[src/rtl/retire_trace_buffer.sv]
// rtl/retire_trace_buffer.sv - retire-event trace buffer: PC trigger, post-trigger capture, oldest-first drain
// Optional TRACE_TIMESTAMP_EN stores a free-running cycle stamp with every captured entry.
module retire_trace_buffer #(
    parameter int XLEN      = 32,
    parameter int DEPTH     = 16,
    parameter int POST_TRIG = 8,
    parameter int TS_WIDTH  = 16
) (
    input  logic                  clk,
    input  logic                  reset,
    input  logic                  cap_valid,
    input  logic [XLEN-1:0]       cap_pc,
    input  logic [31:0]           cap_instr,
    input  logic                  cap_rd_we,
    input  logic [4:0]            cap_rd_addr,
    input  logic [XLEN-1:0]       cap_rd_data,
    input  logic                  arm,
    input  logic                  abort,
    input  logic                  trig_en,
    input  logic [XLEN-1:0]       trig_pc,
    input  logic                  rd_ready,
    output logic                  rd_valid,
    output logic [XLEN-1:0]       rd_pc,
    output logic [31:0]           rd_instr,
    output logic                  rd_we,
    output logic [4:0]            rd_addr,
    output logic [XLEN-1:0]       rd_data,
    output logic [TS_WIDTH-1:0]   rd_ts,
    output logic [1:0]            state,
    output logic [$clog2(DEPTH):0] count,
    output logic                  wrapped
);

    localparam int AW = $clog2(DEPTH);
    localparam int CW = AW + 1;

    typedef enum logic [1:0] {
        S_IDLE  = 2'b00,
        S_ARMED = 2'b01,
        S_POST  = 2'b10,
        S_DRAIN = 2'b11
    } state_t;

    state_t          state_q;
    logic [AW-1:0]   wptr_q;
    logic [AW-1:0]   rptr_q;
    logic [CW-1:0]   count_q;
    logic [CW-1:0]   post_q;
    logic            wrapped_q;

    logic [XLEN-1:0] pc_mem   [DEPTH];
    logic [31:0]     instr_mem[DEPTH];
    logic            we_mem   [DEPTH];
    logic [4:0]      addr_mem [DEPTH];
    logic [XLEN-1:0] data_mem [DEPTH];

    logic            store;
    logic            trig_hit;
    logic            full;
    logic            pop;
    logic            load_first;
    logic            rd_load;
    logic [AW-1:0]   rptr_nxt;
    logic [AW-1:0]   rd_idx;

    assign store      = cap_valid && (state_q == S_ARMED || state_q == S_POST);
    assign trig_hit   = store && state_q == S_ARMED && trig_en && cap_pc == trig_pc;
    assign full       = count_q == CW'(DEPTH);
    assign pop        = state_q == S_DRAIN && rd_valid && rd_ready;
    assign rptr_nxt   = rptr_q + AW'(1);
    // The first entry is fetched one cycle after entering DRAIN so the final store has landed.
    assign load_first = state_q == S_DRAIN && !rd_valid && count_q != '0;
    assign rd_load    = !abort && (load_first || (pop && count_q != CW'(1)));
    assign rd_idx     = load_first ? rptr_q : rptr_nxt;

    assign state   = state_q;
    assign count   = count_q;
    assign wrapped = wrapped_q;

    always_ff @(posedge clk) begin
        if (!reset) begin
            state_q   <= S_IDLE;
            wptr_q    <= '0;
            rptr_q    <= '0;
            count_q   <= '0;
            post_q    <= '0;
            wrapped_q <= 1'b0;
            rd_valid  <= 1'b0;
        end else if (abort) begin
            state_q  <= S_IDLE;
            count_q  <= '0;
            rd_valid <= 1'b0;
        end else begin
            case (state_q)
                S_IDLE: begin
                    if (arm) begin
                        state_q   <= S_ARMED;
                        wptr_q    <= '0;
                        rptr_q    <= '0;
                        count_q   <= '0;
                        wrapped_q <= 1'b0;
                    end
                end
                S_ARMED, S_POST: begin
                    if (store) begin
                        wptr_q <= wptr_q + AW'(1);
                        if (full) begin
                            rptr_q    <= rptr_q + AW'(1);
                            wrapped_q <= 1'b1;
                        end else begin
                            count_q <= count_q + CW'(1);
                        end
                    end
                    if (trig_hit) begin
                        post_q  <= CW'(POST_TRIG);
                        state_q <= (POST_TRIG == 0) ? S_DRAIN : S_POST;
                    end
                    if (state_q == S_POST && store) begin
                        post_q <= post_q - CW'(1);
                        if (post_q == CW'(1)) begin
                            state_q <= S_DRAIN;
                        end
                    end
                end
                S_DRAIN: begin
                    if (load_first) begin
                        rd_valid <= 1'b1;
                    end else if (pop) begin
                        rptr_q  <= rptr_nxt;
                        count_q <= count_q - CW'(1);
                        if (count_q == CW'(1)) begin
                            state_q  <= S_IDLE;
                            rd_valid <= 1'b0;
                        end
                    end
                end
                default: state_q <= S_IDLE;
            endcase
        end
    end

    always_ff @(posedge clk) begin
        if (reset && !abort && store) begin
            pc_mem[wptr_q]    <= cap_pc;
            instr_mem[wptr_q] <= cap_instr;
            we_mem[wptr_q]    <= cap_rd_we;
            addr_mem[wptr_q]  <= cap_rd_addr;
            data_mem[wptr_q]  <= cap_rd_data;
        end
    end

    always_ff @(posedge clk) begin
        if (!reset) begin
            rd_pc    <= '0;
            rd_instr <= '0;
            rd_we    <= 1'b0;
            rd_addr  <= '0;
            rd_data  <= '0;
        end else if (rd_load) begin
            rd_pc    <= pc_mem[rd_idx];
            rd_instr <= instr_mem[rd_idx];
            rd_we    <= we_mem[rd_idx];
            rd_addr  <= addr_mem[rd_idx];
            rd_data  <= data_mem[rd_idx];
        end
    end

`ifdef TRACE_TIMESTAMP_EN
    logic [TS_WIDTH-1:0] ts_q;
    logic [TS_WIDTH-1:0] ts_mem[DEPTH];

    always_ff @(posedge clk) begin
        if (!reset) begin
            ts_q <= '0;
        end else begin
            ts_q <= ts_q + TS_WIDTH'(1);
        end
    end

    always_ff @(posedge clk) begin
        if (reset && !abort && store) begin
            ts_mem[wptr_q] <= ts_q;
        end
    end

    always_ff @(posedge clk) begin
        if (!reset) begin
            rd_ts <= '0;
        end else if (rd_load) begin
            rd_ts <= ts_mem[rd_idx];
        end
    end
`else
    assign rd_ts = '0;
`endif

endmodule

[config.mk]
export PLATFORM = sky130hd
export DESIGN_NAME = retire_trace_buffer
export DESIGN_NICKNAME = d
export VERILOG_FILES = /design/src/rtl/retire_trace_buffer.sv
export SDC_FILE = /design/constraint.sdc
export NUM_CORES = 2
export LEC_CHECK = 0
export CAP_MARGIN = 20
export CORE_MARGIN = 5
export CORE_UTILIZATION = 42
export DETAILED_ROUTE_END_ITERATION = 7
export HOLD_SLACK_MARGIN = 0.06
export MAX_ROUTING_LAYER = met4
export PLACE_DENSITY_LB_ADDON = 0.2
export SYNTH_ARGS = -nofsm -noshare
export SYNTH_HDL_FRONTEND = slang
export SYNTH_SLANG_ARGS = --single-unit
[constraint.sdc]
create_clock -name clk -period 19.3 [get_ports clk]
set_input_delay 3.86 -clock clk [delete_from_list [all_inputs] [get_ports clk]]
set_output_delay 3.86 -clock clk [all_outputs]
set_load 0.02 [all_outputs]
* Yosys cells after proc, flatten, opt, wreduce, memory -nomap -nowiden
Memory sizes are Yosys's and may differ from the RTL's. A register that Yosys moved wholly into a read port is not among the register bits. Cells that the tools add are included.
Cells by class: add/subtract/negate cells 5, equal/unequal tests 15, multiplexer cells 34, bitwise logic cells 2, reductions and logical operators 37
Operator list (count):
- 5-bit 2-to-1 mux | 7
- 32-bit == test | 1
- 4-bit 2-to-1 mux | 7
- 5-bit case mux with 3 select lines | 1
- 2-bit 2-to-1 mux | 7
- 1-bit logical AND | 13
- 2-bit inequality test, second input constant | 6
- 4-bit case mux with 3 select lines | 1
- 5-bit by 1-bit == test with 1-bit output, second input constant | 2
- 5-bit AND reduction | 2
- 5-bit by 1-bit subtractor with 5-bit output, second input constant | 2
- 4-bit by 1-bit adder with 4-bit output, second input constant | 2
- 1-bit 2-to-1 mux | 8
- 4-bit case mux with 2 select lines | 1
- 4-bit AND reduction | 2
- 2-bit nonzero test | 4
- 1-bit logical NOT | 7
- 2-bit case mux with 3 select lines | 1
- 3-bit AND reduction | 2
- 6-bit AND reduction | 1
- 5-bit by 1-bit adder with 5-bit output, second input constant | 1
- 5-bit == test, second input constant | 1
- 5-bit by 1-bit inequality test with 1-bit output, second input constant | 1
- 5-bit nonzero test | 1
- other kinds (8) | 12
Word-level totals: register bits 22, memory bits (writable) 1632, input port bits 141, output and inout port bits 127, word-level logic and storage cells 105, memories 5
Memories:
- data_mem | depth 16, width 32, read ports 1, clocked after memory_dff 1, wr ports 1, line 55 | logic [XLEN-1:0] data_mem [DEPTH];
- instr_mem | depth 16, width 32, read ports 1, clocked after memory_dff 1, wr ports 1, line 52 | logic [31:0] instr_mem[DEPTH];
- pc_mem | depth 16, width 32, read ports 1, clocked after memory_dff 1, wr ports 1, line 51 | logic [XLEN-1:0] pc_mem [DEPTH];
- addr_mem | depth 16, width 5, read ports 1, clocked after memory_dff 1, wr ports 1, line 54 | logic [4:0] addr_mem [DEPTH];
- we_mem | depth 16, width 1, read ports 1, clocked after memory_dff 1, wr ports 1, line 53 | logic we_mem [DEPTH];

* Longest topological paths before layout
word-level depth 10, depth in mapped cells 12, mapped depth without buffers 8

* Least setup slack after synthesis
OpenSTA, ideal clock, no wires.
kind input to register, from input port reset, to memory addr_mem[1][0], enable pin, setup time 0.688 ns, arrival 11.550 ns, data required time 18.612 ns, slack 7.063 ns, stages on the path 6, path buffers 2, path through clkbuf_1 -> nand2b_1 -> clkbuf_1 -> nor2_1 -> nand2_1 -> nor3_1
On the way: word-level cells in the longest chain between the ends 4
RTL lines:
- start, declared | line 10 | input logic reset,
- 1-bit logical AND (2 in series) | line 143 | if (reset && !abort && store) begin
- 1-bit 2-to-1 mux | line 143
- 1-bit 2-to-1 mux (implied by the code) | line 147 | addr_mem[wptr_q] <= cap_rd_addr;
- end, declared | line 54
No other way between the ends.

* Worst setup path in the final report
from input port reset, to memory instr_mem[4][27], enable pin
On the way: word-level cells in the longest chain between the ends 4
RTL lines:
- 1-bit logical AND (2 in series) | line 143
- 1-bit 2-to-1 mux | line 143
- 1-bit 2-to-1 mux (implied by the code) | line 145 | instr_mem[wptr_q] <= cap_instr;
- end, declared | line 52
No other way between the ends.

==> results.sh <==
export IMPL_cap_violations=0
export IMPL_die_area_mm2=0.180
export IMPL_reg2reg_depth=11
export IMPL_core_mm2=0.171
export IMPL_initial_utilization_pct=42.2
export IMPL_dieHeight_um=425
export IMPL_io_pin_count=268
export IMPL_drv_slew=0
export IMPL_crit_cells=7
export IMPL_synthAdderAreaFrac_pct=0.294
export IMPL_syn_inst=5375
export IMPL_viasPerCell=6.57
export IMPL_cts_tree="yes"
export IMPL_hp_class="reg2reg"
export IMPL_wl_met1_um=94100
export IMPL_crit_path_cell_trace="clkdlybuf4s50_1 > nand2b_1 > nor2_1 > nand2_1 > nor2_4 > buf_4 > buf_4"
export IMPL_synthArstFlopShare_pct=0
export IMPL_cts_sinks=1756
export IMPL_synth_top_family_by_area="compound AO/OA/AOI/OAI gates"
export IMPL_netlist_area_mm2=0.0723
export IMPL_overflow=0
export IMPL_cts_root_buffer="clkbuf_16"
export IMPL_antenna_left=0
export IMPL_crit_buf_inv=3
export IMPL_ir_drop_v=0.0000959
export IMPL_avgSynthCellArea_um2=13.4
export IMPL_muxShareOfSynthArea_pct=0.111
export IMPL_rsz0062_at_grt="no"
export IMPL_drc=0
export IMPL_finalHoldViolations=0
export IMPL_fin_nets=5566
export IMPL_grt_start_max_net_pins=175
export IMPL_wl_met3_um=17500
export IMPL_ys_seq_area_share_pct=71.2
export IMPL_max_freq_mhz=129
export IMPL_p_int_uw=6270
export IMPL_dp_cells=7536
export IMPL_wl_per_cell_um=28.4
export IMPL_vias=51900
export IMPL_yosysWarnings=0
export IMPL_ctsHoldBuffers=0
export IMPL_antenna_found_initial=23
export IMPL_drt_first_pass_iters=6
export IMPL_synthSimpleGateAreaFrac_pct=7.79
export IMPL_tightest_slew_ns=1.21
export IMPL_power_leakage_uw=0.0249
export IMPL_combPwrFrac_pct=2.6
export IMPL_cp_slowest_stage_delay_ns=0.86
export IMPL_area_growth_pct=14.4
export IMPL_synth_compound_area_share_pct=17.1
export IMPL_timing_final_crit_share_pct=40.1
export IMPL_slowest_stage="buf_4"
export IMPL_die_w_um=425
export IMPL_drive_above_1_share_pct=7.15
export IMPL_portBuffers=251
export IMPL_clk_latency_ns=0.82
export IMPL_cp_max_fo=45
export IMPL_setup_tns_ns=0
export IMPL_setup_violations=0
export IMPL_path_clk_slew_ns=0.06
export IMPL_status="finished clean"
export IMPL_cts_buffers=180
export IMPL_whs_path_depth=2
export IMPL_yosys_most_used_dff="edfxtp_1"
export IMPL_gp_congestion=0.771
export IMPL_cts_resized=0
export IMPL_switchingPower_uw=1610
export IMPL_path_delay_family="buffers and inverters"
export IMPL_routed_top_layer="met4"
export IMPL_drt_iter0_drc=5338
export IMPL_wl_met2_um=105000
export IMPL_finalClockSkew_ns=0.0269
export IMPL_path_class="in2reg"
export IMPL_crit_path_start_kind="input pin"
export IMPL_cts_max_level=4
export IMPL_swShare_pct=20.5
export IMPL_cp_required_ns=19.73
export IMPL_maxSlewHeadroom_pct=19.5
export IMPL_p_seq_share_pct=52.8
export IMPL_fin_crit_ns=7.74
export IMPL_grt_pass1_vias=50800
export IMPL_rows=152
export IMPL_ys_types=50
export IMPL_critPathCaptureType="flop"
export IMPL_post_route_util_pct=48.2
export IMPL_clockBufferDepth=3
export IMPL_yosys_area_share_xor_xnor_pct=0.448
export IMPL_hpwl_um=112000
export IMPL_synth_edf_count=1632
export IMPL_grt_pass1_wl_um=328000
export IMPL_crit_arrival_ns=8.17
export IMPL_wl_um=224000
export IMPL_clkPwrFrac_pct=44.6
export IMPL_ys_ff_latch=1756
export IMPL_crit_top_cell="buf_4"
export IMPL_power_density_mw_per_mm2=95.3
export IMPL_grt_total_usage_pct=24.6
export IMPL_post_cts_buffers=0
export IMPL_fin_cells=7897
## Yosys cell counts (14+ instances only)
cell type | number | area (um^2)
buf_4 | 20 | 150
a21oi_1 | 22 | 110
o41ai_1 | 204 | 1790
edfxtp_1 | 1632 | 49000
clkbuf_1 | 349 | 1310
nor2_1 | 21 | 78.8
buf_2 | 121 | 606
nor3_1 | 826 | 4130
dfxtp_1 | 124 | 2480
o22ai_1 | 1633 | 10200
nand2_1 | 128 | 480
inv_1 | 14 | 52.6
xnor2_1 | 26 | 228
nand3_1 | 113 | 566
buf_1 | 22 | 82.6
ha_1 | 17 | 213
## registers in the layout, summed over array words and instances (netlist names), 5 cells and up
name and count:
we_mem 16, rd_data 32, pc_mem 512, rd_addr 5
rd_instr 32, post_q 5, addr_mem 80, rd_pc 32
count 5, instr_mem 512, data_mem 512
## cells by family after synthesis
logic type	count (synthesis)
AO/OA/AOI/OAI	1892
flip-flops	1756
AND/OR/NAND/NOR	1140
buffers and inverters	526
XOR/XNOR	37
adder cells (fa/ha/maj)	17
multiplexers	6
other	1
## cells in the final DEF (no fill, tap or decap), drive strengths merged, types with 22 or more instances in the layout
master         instances
a21oi                 22
buf                   97
clkbuf               253
clkdlybuf4s50        251
clkinv                54
dfxtp                124
diode                 24
edfxtp              1632
inv                   22
nand2                128
nand3                113
nor3                 826
o22ai               1633
o41ai                204
xnor2                 26
## through the flow
stage | instance area (um^2) | total power (uW) | hold WS [ns] | setup WS [ns]
after floorplan | 72300 | 4330 | 0.468 | 7.06
after global placement | 76600 | 4440 | 0.472 | 10.72
after detailed placement | 76600 | 4440 | 0.475 | 10.69
after CTS | 82600 | 7920 | 0.483 | 11.57
after global routing | 82600 | 8100 | 0.501 | 11.33
final | 82700 | 7880 | 0.481 | 11.56
## area by class of cell
type,count,area (um^2)
clock inverters,84,893
inverters,14,52.6
fillers,14700,88700
flip-flops and latches,1756,51500
diodes,24,60.1
well taps,2310,2890
clock buffers,253,5060
repair buffers,348,3370
multi-input cells,3108,18800
## metal layers
layer | global-route usage [%] | up-vias
met5 | - | -
li1 | - | 22700
met3 | 4.23 | 428
met2 | 37.8 | 2380
met4 | 8.79 | 0
met1 | 33.1 | 26400
## path summary, 6_finish.rpt
| kind | start | endpoint | slack (ns) |
|---|---|---|---|
| worst max-delay path | reset | instr_mem[4][27] | 11.56 |
| worst min register to register | rd_addr[2] | rd_addr[2] | 0.48 |
| worst max register to register | state[0] | rd_instr[13] | 12.84 |
| worst min-delay path | rd_addr[2] | rd_addr[2] | 0.48 |
## power groups by stage
stage               Clock (uW)  Combinational [uW]  Sequential (uW)
floorplan                    0                86.2             4240
global placement             0                 201             4240
detailed placement           0                 204             4240
CTS                       3560                 204             4160
global route              3720                 218             4160
finish                    3510                 205             4160
## worst min-delay path: stages, from the launching register on
cell,delay (ns)
dfxtp_1,0.31
nand2_1,0.05
nand3_1,0.06
Note: power is estimated with default switching activity, not from simulation.
